===== src/rtl/seg_bcd_converter.sv =====
// Iterative binary-to-BCD converter (shift-and-add-3), one input bit per clock.
// Feeds packed BCD digits to the seven-segment digit multiplexer.
module seg_bcd_converter #(
   parameter int BIN_W  = 32,
   parameter int DIGITS = 8
) (
   input  logic                  clk,
   input  logic                  rst_n,
   input  logic [BIN_W-1:0]      i_bin,
   input  logic                  i_valid,
   output logic                  o_ready,
   input  logic                  i_abort,
   output logic [DIGITS*4-1:0]   o_bcd,
   output logic                  o_ovf,
   output logic                  o_valid,
   output logic                  o_busy
);

   localparam int SCR_W = DIGITS * 4;
   localparam int CNT_W = $clog2(BIN_W + 1);

   localparam logic [1:0] ST_IDLE  = 2'd0;
   localparam logic [1:0] ST_SHIFT = 2'd1;
   localparam logic [1:0] ST_DONE  = 2'd2;

   localparam logic [CNT_W-1:0] CNT_LOAD = CNT_W'(BIN_W);
   localparam logic [CNT_W-1:0] CNT_ONE  = CNT_W'(1);

   logic [1:0]       state;
   logic [BIN_W-1:0] bin_sr;
   logic [SCR_W-1:0] scratch;
   logic [SCR_W-1:0] adj;
   logic [SCR_W-1:0] scratch_nxt;
   logic             sticky;
   logic [CNT_W-1:0] cnt;

   // Each nibble is corrected on its own; the +3 never carries into the
   // next digit because a nibble of 5..9 plus 3 stays within 4 bits.
   always_comb begin
      // NOTE: every always_comb output gets a default first, so no path leaves it unassigned and no latch is inferred.
      adj = scratch;
      for (int d = 0; d < DIGITS; d++) begin
         if (scratch[4*d +: 4] >= 4'd5) begin
            adj[4*d +: 4] = scratch[4*d +: 4] + 4'd3;
         end
      end
   end

   assign scratch_nxt = {adj[SCR_W-2:0], bin_sr[BIN_W-1]};

   always_ff @(posedge clk or negedge rst_n) begin
      if (!rst_n) begin
         // NOTE: sequential state uses non-blocking assignments only, so every flop samples pre-edge values.
         state   <= ST_IDLE;
         bin_sr  <= '0;
         scratch <= '0;
         sticky  <= 1'b0;
         cnt     <= '0;
         o_bcd   <= '0;
         o_ovf   <= 1'b0;
         o_valid <= 1'b0;
      end else begin
         o_valid <= 1'b0;
         case (state)
            ST_IDLE: begin
               // i_abort is meaningless here; nothing is in flight.
               if (i_valid) begin
                  bin_sr  <= i_bin;
                  scratch <= '0;
                  sticky  <= 1'b0;
                  cnt     <= CNT_LOAD;
                  state   <= ST_SHIFT;
               end
            end
            ST_SHIFT: begin
               if (i_abort) begin
                  state <= ST_IDLE;
               end else begin
                  scratch <= scratch_nxt;
                  bin_sr  <= bin_sr << 1;
                  // Anything leaving the top digit means value >= 10^DIGITS.
                  sticky  <= sticky | adj[SCR_W-1];
                  cnt     <= cnt - CNT_ONE;
                  if (cnt == CNT_ONE) begin
                     state <= ST_DONE;
                  end
               end
            end
            ST_DONE: begin
               state <= ST_IDLE;
               // Abort wins over the publish, so the old result is kept whole.
               if (!i_abort) begin
                  o_bcd   <= scratch;
                  o_ovf   <= sticky;
                  o_valid <= 1'b1;
               end
            end
            default: begin
               state <= ST_IDLE;
            end
         endcase
      end
   end

   assign o_ready = (state == ST_IDLE);
   assign o_busy  = (state != ST_IDLE);

endmodule

===== config.mk =====
export PLATFORM = sky130hd
export DESIGN_NAME = seg_bcd_converter
export DESIGN_NICKNAME = d
export VERILOG_FILES = /design/src/rtl/seg_bcd_converter.sv
export SDC_FILE = /design/constraint.sdc
export NUM_CORES = 1
export LEC_CHECK = 0
export CORE_MARGIN = 5
export CORE_UTILIZATION = 39
export CTS_CLUSTER_SIZE = 8
export DETAILED_ROUTE_END_ITERATION = 16
export DONT_BUFFER_PORTS = 1
export SLEW_MARGIN = 20
export SYNTH_ARGS = -nofsm -noshare
export SYNTH_HDL_FRONTEND = slang
export SYNTH_SLANG_ARGS = --single-unit

===== constraint.sdc =====
create_clock -name clk -period 2.78 [get_ports clk]
set_clock_uncertainty 0.05 [all_clocks]
set_input_delay 0.139 -clock clk [delete_from_list [all_inputs] [get_ports clk]]
set_output_delay 0.139 -clock clk [all_outputs]
set_load 0.03 [all_outputs]

==> results.py, run 1 <==
metrics = {
    "cts": {
        "cts_setup_buffers": 0,
        "cts_inserted_buffers": 9,
        "cts_max_level": 3,
        "cts_tree": "done",
        "cts-root-buf": "clkbuf_16",
        "clkSinkCount": 107,
        "clk_pin_slew_worst_paths_ns": 0.07,
        "cts.path.max_buffers": 2,
        "ctsResizeCount": 0,
        "holdBufCountCts": 35,
        "clk_latency_ns": 0.35,
    },
    "pwr": {
        "vdd_drop_max_v": 0.000419,
        "pwr_density_cell_nw_per_um2": 711,
        "leakage_nw": 2.67,
    },
    "placed_design": {
        "port_buffers": 0,
        "post-place-ws_ns": 0.888,
        "hpwlAfterDp_um": 6070,
        "place_congestion": 0.725,
        "dp.cells": 565,
        "dpl-instance-area_um2": 4990,
    },
    "logic_synthesis": {
        "synth_top_family_by_area": "compound AO/OA/AOI/OAI gates",
        "synth-edff-count": 0,
        "synthCells": 414,
        "synth_top_area_share_pct": 55.4,
        "synthAdderAreaFrac_pct": 4.66,
        "yosysTopAreaCell": "dfrtp_1",
        "synth.yosys.warnings": 0,
        "synth_compound_area_share_pct": 14.4,
        "synthMuxAreaShare_pct": 9.55,
        "synth_cell_type_count": 31,
        "async_reset_ff_share_pct": 100,
        "avgSynthCellArea_um2": 11.7,
        "synth.most_common_cell": "dfrtp_1",
        "synth-main-ff-cell": "dfrtp_1",
        "synth_nets": 468,
        "synth-simple-area-share_pct": 8.26,
        "synth-xor-area-share_pct": 3.62,
        "synth_seq_cells": 107,
        "synthTopCellsByArea": "dfrtp_1, mux2_2, nand2_1",
        "syn-cell-area_um2": 4830,
        "yosysSeqAreaShare_pct": 55.4,
        "synthTopCellsByCount": "dfrtp_1, nand2_1, mux2_2",
    },
    "route": {
        "remaining_drc_errors": 0,
        "drt-total-wl_um": 9790,
        "wl_per_cell_um": 15.9,
        "drtIter0Drc": 149,
        "vias": 3201,
        "drt-pass1-iter-count": 4,
        "viasPerCell": 5.20,
        "ant_nets": 0,
    },
    "setup_path": {
        "cp-start-kind": "flop",
        "cp_max_fo": 26,
        "required_ns": 2.97,
        "rr_worst_depth": 4,
        "critPathArrivalTime_ns": 2.07,
        "end_kind": "flop",
        "path_class": "flop to flop",
    },
    "sta": {
        "fmax_mhz": 530,
        "layout_min_cycle_time_ns": 1.89,
        "slew_headroom_pct": 37.1,
        "finalSetupViolations": 0,
        "period_share_pct": 67.8,
        "tightest_slew_ns": 0.941,
        "hold_violations": 0,
        "fin_ws_ns": 0.895,
        "rsz0062_at_grt": "false",
        "setup_tns_ns": 0,
        "slew_viol_final": 0,
    },
    "floorplan": {
        "core-area_um2": 12100,
        "dieArea_um2": 14700,
        "num_rows": 40,
        "start_util_pct": 40.1,
        "io_pins": 72,
        "die_x_um": 121,
        "die_h_um": 121,
    },
    "grt": {
        "gr-total-overflow": 0,
        "grt_first_pass_wirelength_um": 16700,
        "grt_pass1_vias": 3327,
        "antenna_found_initial": 0,
        "grt.total_usage_pct": 14.3,
        "grt_max_degree": 108,
    },
    "layout": {
        "drive_above_1_share_pct": 13.2,
        "fin_area_um2": 5650,
        "regArea_um2": 2680,
        "fin_cells": 615,
        "fillers": 1100,
        "finish.net_count": 497,
        "antenna_cells": 0,
        "syn_to_final_growth_pct": 17.0,
        "multi_input_area_um2": 1990,
    },
    "status": {
        "status": "finished clean",
    },
    "hold_path": {
        "whs_path_depth": 2,
        "hold_class": "input port to flop",
    },
    "flow_run": {
        "maxCapViolations": 0,
    },
}
==> report_power, final <==
part	switching [W]	total (W)	internal (W)	leakage, nW
registers	0.000186	0.00199	0.00180	1.43
clock network	0.000576	0.00130	0.000723	0.145
logic	0.000442	0.000732	0.000290	1.09
==> critical path, cell delays in order (launching register included) <==
cell and delay, ns:
dfrtp_1 0.50, or3b_1 0.41, nand2b_2 0.42, o31ai_1 0.16, a32o_1 0.23
==> cell families after synthesis <==
group	count (synthesis)
flip-flops	107
adder cells (fa/ha/maj)	18
XOR/XNOR	20
multiplexers	42
buffers and inverters	42
AO/OA/AOI/OAI	96
AND/OR/NAND/NOR	89
==> area by class of cell <==
type / instances / share of cell area [%]
Multi-Input combinational cell: 265 / 35.1
Timing Repair Buffer: 40 / 7.17
Tap cell: 168 / 3.72
Clock inverter: 5 / 1.06
Sequential cell: 107 / 47.4
Clock buffer: 10 / 4.23
Inverter: 20 / 1.33
==> per-layer routing <==
| metal | part of all wire (%) | GRT usage (%) |
|---|---|---|
| met5 | 0 | 0 |
| met4 | 0.97 | 3.57 |
| met3 | 6.2 | 5.27 |
| met2 | 49 | 24.0 |
| met1 | 43 | 17.3 |
==> flip-flops by register name (all words and copies together), names as in the netlist <==
signal   flops
bin_sr      32
o_bcd       32
scratch     32
cnt          6
state        2
o_ovf        1
o_valid      1
sticky       1
==> placed cells by master (no fill, tap or decap), types with 3 or more instances in the layout <==
master and instances:
nand2_1 63, nand2b_1 9, o22ai_1 9, o31ai_1 8, dfrtp_1 107, a22oi_1 30, inv_1 20, nor2_1 8
mux2i_1 9, a32o_1 8, o21ai_0 13, dlygate4sd3_1 34, nor3b_4 3, a22o_1 9, xor2_1 12, xnor2_1 8
buf_4 5, o32ai_1 8, a21oi_1 8, mux2_2 33, clkbuf_16 9, ha_1 18
==> through the flow <==
step	util [%]	hold slack, ns	total power [W]
after floorplan	-	-0.207	0.00253
after global placement	41.3	-0.204	0.00264
after detailed placement	41.3	-0.204	0.00268
after CTS	46.9	0.118	0.00407
after global routing	46.9	0.136	0.00428
final	46.9	0.125	0.00402
==> worst paths after layout <==
kind	start	endpoint	slack (ns)
setup / recovery	state[0]	scratch[23]	0.89
hold / removal	i_abort	o_valid	0.13
setup reg to reg	state[0]	scratch[23]	0.89
hold reg to reg	bin_sr[26]	bin_sr[26]	0.43
max in group asynchronous	rst_n	cnt[5]	1.93
min in group asynchronous	rst_n	scratch[13]	0.33
Power figures use the tool's default switching activity.
==> run 2: changes to the inputs <==
- clock period: 2.78 -> 1.61 ns (I/O delays scaled with it)
==> results.py, run 2 (synthesized netlist as in run 1, its figures left out) <==
metrics = {
    "status": {
        "status": "finished with violations",
        "violations": "negative hold slack, negative setup slack",
    },
    "cts": {
        "cts_inserted_buffers": 9,
        "holdBufCountCts": 33,
        "cts-root-buf": "clkbuf_16",
        "clk_latency_ns": 0.36,
        "clk_pin_slew_worst_paths_ns": 0.07,
        "cts_tree": "done",
        "clkSinkCount": 107,
        "cts.path.max_buffers": 2,
        "cts_max_level": 3,
    },
    "setup_path": {
        "critPathArrivalTime_ns": 1.81,
        "end_kind": "flop",
        "path_class": "flop to flop",
        "required_ns": 1.80,
        "cp-start-kind": "flop",
        "cp_max_fo": 5,
        "rr_worst_depth": 6,
    },
    "floorplan": {
        "dieArea_um2": 14700,
        "die_x_um": 121,
        "io_pins": 72,
        "core-area_um2": 12100,
        "die_h_um": 121,
        "start_util_pct": 40.1,
        "num_rows": 40,
    },
    "route": {
        "vias": 3430,
        "drt-pass1-iter-count": 4,
        "wl_per_cell_um": 17.1,
        "remaining_drc_errors": 0,
        "viasPerCell": 5.24,
        "ant_nets": 0,
        "drtIter0Drc": 164,
        "drt-total-wl_um": 11200,
    },
    "placed_design": {
        "port_buffers": 0,
        "dpl-instance-area_um2": 5170,
        "place_congestion": 0.754,
        "post-place-ws_ns": -0.147,
        "hpwlAfterDp_um": 6450,
    },
    "sta": {
        "hold_slack_ns": -0.638,
        "hold_violations": 107,
        "rsz0062_at_grt": "true",
        "fin_ws_ns": -0.0125,
        "period_share_pct": 101,
        "tightest_slew_ns": 0.606,
        "slew_headroom_pct": 59.5,
        "slew_viol_final": 0,
        "fmax_mhz": 616,
        "finalSetupViolations": 3,
        "layout_min_cycle_time_ns": 1.62,
    },
    "pwr": {
        "p_sw_share_pct": 30.2,
        "clock_power_share_pct": 28.8,
        "power_switching_w": 0.00215,
        "pwr-share-comb_pct": 22.9,
        "internal-power_w": 0.00496,
        "leakage_nw": 2.91,
        "seqPwrFrac_pct": 48.3,
        "vdd_drop_max_v": 0.000911,
        "pwr_density_cell_nw_per_um2": 1150,
    },
    "flow_run": {
        "maxCapViolations": 0,
    },
    "layout": {
        "antenna_cells": 0,
        "fin_area_um2": 6200,
        "fillers": 1052,
        "final_cell_mix": "dfrtp_1, nand2_1, mux2_2, dlygate4sd3_1, a22oi_1",
        "layout_commonest_cell": "dfrtp_1",
        "finish.net_count": 537,
        "drive_above_1_share_pct": 24.0,
        "reg_top3": "bin_sr (32), o_bcd (32), scratch (32)",
        "multi_input_area_um2": 2130,
        "regArea_um2": 2680,
        "syn_to_final_growth_pct": 28.3,
    },
    "grt": {
        "antenna_found_initial": 0,
        "grt_first_pass_wirelength_um": 17600,
        "grt.total_usage_pct": 15.3,
        "gr-total-overflow": 0,
        "grt_pass1_vias": 3427,
        "grt_max_degree": 108,
    },
    "hold_path": {
        "hold_class": "input port to asynchronous set/reset pin",
    },
}
==> run 2: final cells by class <==
class                   instances  area share [%]
well taps                     168            3.39
repair buffers                 77            13.5
flip-flops and latches        107            43.2
clock buffers                  13            4.04
multi-input cells             268            34.4
clock inverters                 2           0.202
inverters                      20            1.21
==> run 2: final timing paths <==
| check | from | end | slack [ns] |
|---|---|---|---|
| max in group asynchronous | rst_n | scratch[23] | 1.94 |
| worst max-delay path | state[0] | scratch[11] | -0.01 |
| worst min register to register | bin_sr[4] | bin_sr[4] | 0.42 |
| worst min-delay path | rst_n | scratch[3] | -0.64 |
| min in group clk | i_abort | o_valid | 0.04 |
| worst max register to register | state[0] | scratch[11] | -0.01 |
==> run 2: timing repair <==
action,in CTS,in global routing
cloned,5,3
setup endpoints to repair,76,79
gates resized for setup,20,27
hold endpoints to repair,140,107
pin swaps,1,21
setup buffers,5,9
==> run 2: power groups by stage <==
stage / registers [W] / logic (W) / clock network (W)
global placement: 0.00345 / 0.00122 / 0
detailed placement: 0.00346 / 0.00127 / 0
floorplan: 0.00339 / 0.000985 / 0
finish: 0.00343 / 0.00163 / 0.00204
global route: 0.00348 / 0.00180 / 0.00222
CTS: 0.00342 / 0.00146 / 0.00210
==> run 2: through the flow <==
step | utilization, % | hold WS [ns] | TNS (ns) | instances | power [W]
6_report | 51.4 | -0.638 | -0.0222 | 655 | 0.00710
5_1_grt | 51.4 | -0.658 | -1.50 | 655 | 0.00750
4_1_cts | 49.3 | -0.652 | -0.121 | 643 | 0.00699
3_5_place_dp | 42.8 | -0.262 | -4.02 | 585 | 0.00473
3_3_place_gp | 42.8 | -0.263 | -1.44 | 585 | 0.00467
2_1_floorplan | - | -0.265 | -0.00408 | 414 | 0.00437
==> run 2: metal layers <==
| metal | vias up | track usage [%] | share of wire (%) | wire length (um) |
|---|---|---|---|---|
| met3 | 16 | 5.36 | 5.3 | 594 |
| li1 | 1607 | - | - | - |
| met1 | 1732 | 18.7 | 43 | 4840 |
| met4 | 0 | 5.32 | 1.6 | 175 |
| met2 | 75 | 24.9 | 50 | 5570 |
| met5 | - | 0 | 0 | 0 |
==> run 2: worst max-delay path, stage by stage, from the launching register on <==
cell      delay (ns)
dfrtp_1         0.40
buf_6           0.13
nor3b_4         0.27
buf_6           0.15
nand2b_4        0.19
o31ai_4         0.09
a32o_2          0.23
==> run 3: changes to the inputs <==
- clock period: 1.61 -> 1.35 ns (I/O delays scaled with it)
==> results.py, run 3 (synthesized netlist as in run 1, its figures left out) <==
metrics = {
    "cts": {
        "clk_pin_slew_worst_paths_ns": 0.07,
        "cts.path.max_buffers": 2,
        "holdBufCountCts": 33,
        "cts_tree": "done",
        "clkSinkCount": 107,
        "cts-root-buf": "clkbuf_16",
        "cts_inserted_buffers": 9,
        "cts_max_level": 3,
        "clk_latency_ns": 0.36,
    },
    "setup_path": {
        "path_class": "flop to flop",
        "rr_worst_depth": 4,
        "end_kind": "flop",
        "cp_max_fo": 8,
        "crit_start": "state[1]",
        "critPathArrivalTime_ns": 1.74,
        "reg2reg_from": "state[1]",
        "worstReg2RegEnd": "scratch[31]",
        "cp-start-kind": "flop",
        "r2r_slack_ns": -0.20,
        "required_ns": 1.55,
    },
    "layout": {
        "fin_area_um2": 6880,
        "antenna_cells": 0,
        "fillers": 987,
        "finish.net_count": 592,
        "syn_to_final_growth_pct": 42.3,
        "reg_top3": "bin_sr (32), o_bcd (32), scratch (32)",
        "drive_above_1_share_pct": 39.0,
        "layout_commonest_cell": "dfrtp_1",
        "final_cell_mix": "dfrtp_1, buf_4, nand2_1, mux2_4, dlygate4sd3_1",
    },
    "route": {
        "drt-total-wl_um": 11800,
        "wl_per_cell_um": 16.5,
        "ant_nets": 0,
        "remaining_drc_errors": 0,
        "viasPerCell": 5.16,
        "vias": 3666,
        "drt-pass1-iter-count": 4,
        "drtIter0Drc": 169,
    },
    "grt": {
        "grt_pass1_vias": 3842,
        "grt_first_pass_wirelength_um": 19100,
        "gr-usage-met2_pct": 26.2,
        "busiest_layer": "met2",
        "met1_usage_pct": 21.2,
        "gr-total-overflow": 0,
        "grt_max_degree": 108,
        "grt.total_usage_pct": 16.4,
        "met3_usage_pct": 4.48,
        "antenna_found_initial": 0,
    },
    "floorplan": {
        "die_x_um": 121,
        "num_rows": 40,
        "start_util_pct": 40.1,
        "io_pins": 72,
        "die_h_um": 121,
        "dieArea_um2": 14700,
        "core-area_um2": 12100,
    },
    "sta": {
        "fmax_mhz": 647,
        "hold_slack_ns": -0.646,
        "fin_ws_ns": -0.195,
        "rsz0062_at_grt": "true",
        "layout_min_cycle_time_ns": 1.55,
        "hold_violations": 107,
        "slew_viol_final": 0,
        "tightest_slew_ns": 0.336,
        "slew_headroom_pct": 77.6,
        "finalSetupViolations": 106,
        "period_share_pct": 114,
    },
    "placed_design": {
        "place_congestion": 0.741,
        "port_buffers": 0,
        "post-place-ws_ns": -0.338,
        "dpl-instance-area_um2": 5630,
        "hpwlAfterDp_um": 7200,
    },
    "hold_path": {
        "hold_class": "input port to asynchronous set/reset pin",
    },
    "pwr": {
        "leakage_nw": 3.24,
        "pwr_density_cell_nw_per_um2": 1320,
        "vdd_drop_max_v": 0.000747,
    },
    "status": {
        "violations": "negative hold slack, negative setup slack",
        "status": "finished with violations",
    },
    "flow_run": {
        "maxCapViolations": 0,
    },
}
run 3: cell count changes in the layout (fill, tap and decap cells not counted), moves of 5 or more:
cell     change
o22ai_1      -5
mux2_4      +33
buf_4       +54
o21ai_2      +5
inv_2        +5
nand2_1     -11
o22ai_2      +5
inv_1        -5
nand2_2     +11
mux2_2      -33
run 3: metrics by stage:
step	instances	setup TNS, ns	hold WS [ns]	util, %	total power, W
after floorplan	414	-16.24	-0.278	-	0.00523
after global placement	645	-19.39	-0.273	46.7	0.00580
after detailed placement	645	-25.15	-0.274	46.7	0.00589
after CTS	710	-12.96	-0.665	55.8	0.00903
after global routing	711	-19.65	-0.668	57.0	0.00956
final	711	-12.86	-0.646	57.0	0.00907
run 3: how the worst max path moves through the flow:
stage                             end  slack, ns  depth (start not counted)
after floorplan           scratch[23]      -0.26                          7
after CTS                 scratch[24]      -0.18                          3
final                     scratch[31]      -0.20                          4
after detailed placement       cnt[3]      -0.34                          5
after global placement         cnt[3]      -0.24                          5
after global routing      scratch[31]      -0.25                          4
run 3: report_power, final:
group	switching (W)	leakage [nW]	total, W	internal [W]
clock	0.00123	0.144	0.00261	0.00138
sequential	0.000396	1.42	0.00412	0.00372
combinational	0.00117	1.67	0.00235	0.00118
run 3: layout make-up:
class | instances | area, um2 | share of cell area (%)
Timing Repair Buffer | 134 | 1240 | 18.0
Tap cell | 168 | 210 | 3.06
Sequential cell | 107 | 2680 | 39.0
Inverter | 20 | 75.1 | 1.09
Multi-Input combinational cell | 266 | 2370 | 34.5
Clock buffer | 11 | 253 | 3.68
Clock inverter | 5 | 45.0 | 0.655
run 3: layer usage:
metal | vias to the layer above | wire length, um
met1 | 1854 | 5250
met2 | 82 | 5700
li1 | 1711 | -
met4 | 0 | 216
met3 | 19 | 602
met5 | - | 0
run 3: what timing repair did:
item                                    in CTS  in global routing
endpoints found under the setup margin     108                108
endpoints found under the hold margin      140                107
gates cloned                                 3                  1
buffers inserted                            13                  2
resized for setup                           84                 36
pin swaps                                   18                 23
run 3: worst max-delay path: stages, from the launching register on:
cell      delay [ns]
dfrtp_2         0.46
or3b_4          0.46
nand2b_4        0.16
o31ai_2         0.08
a32o_2          0.23
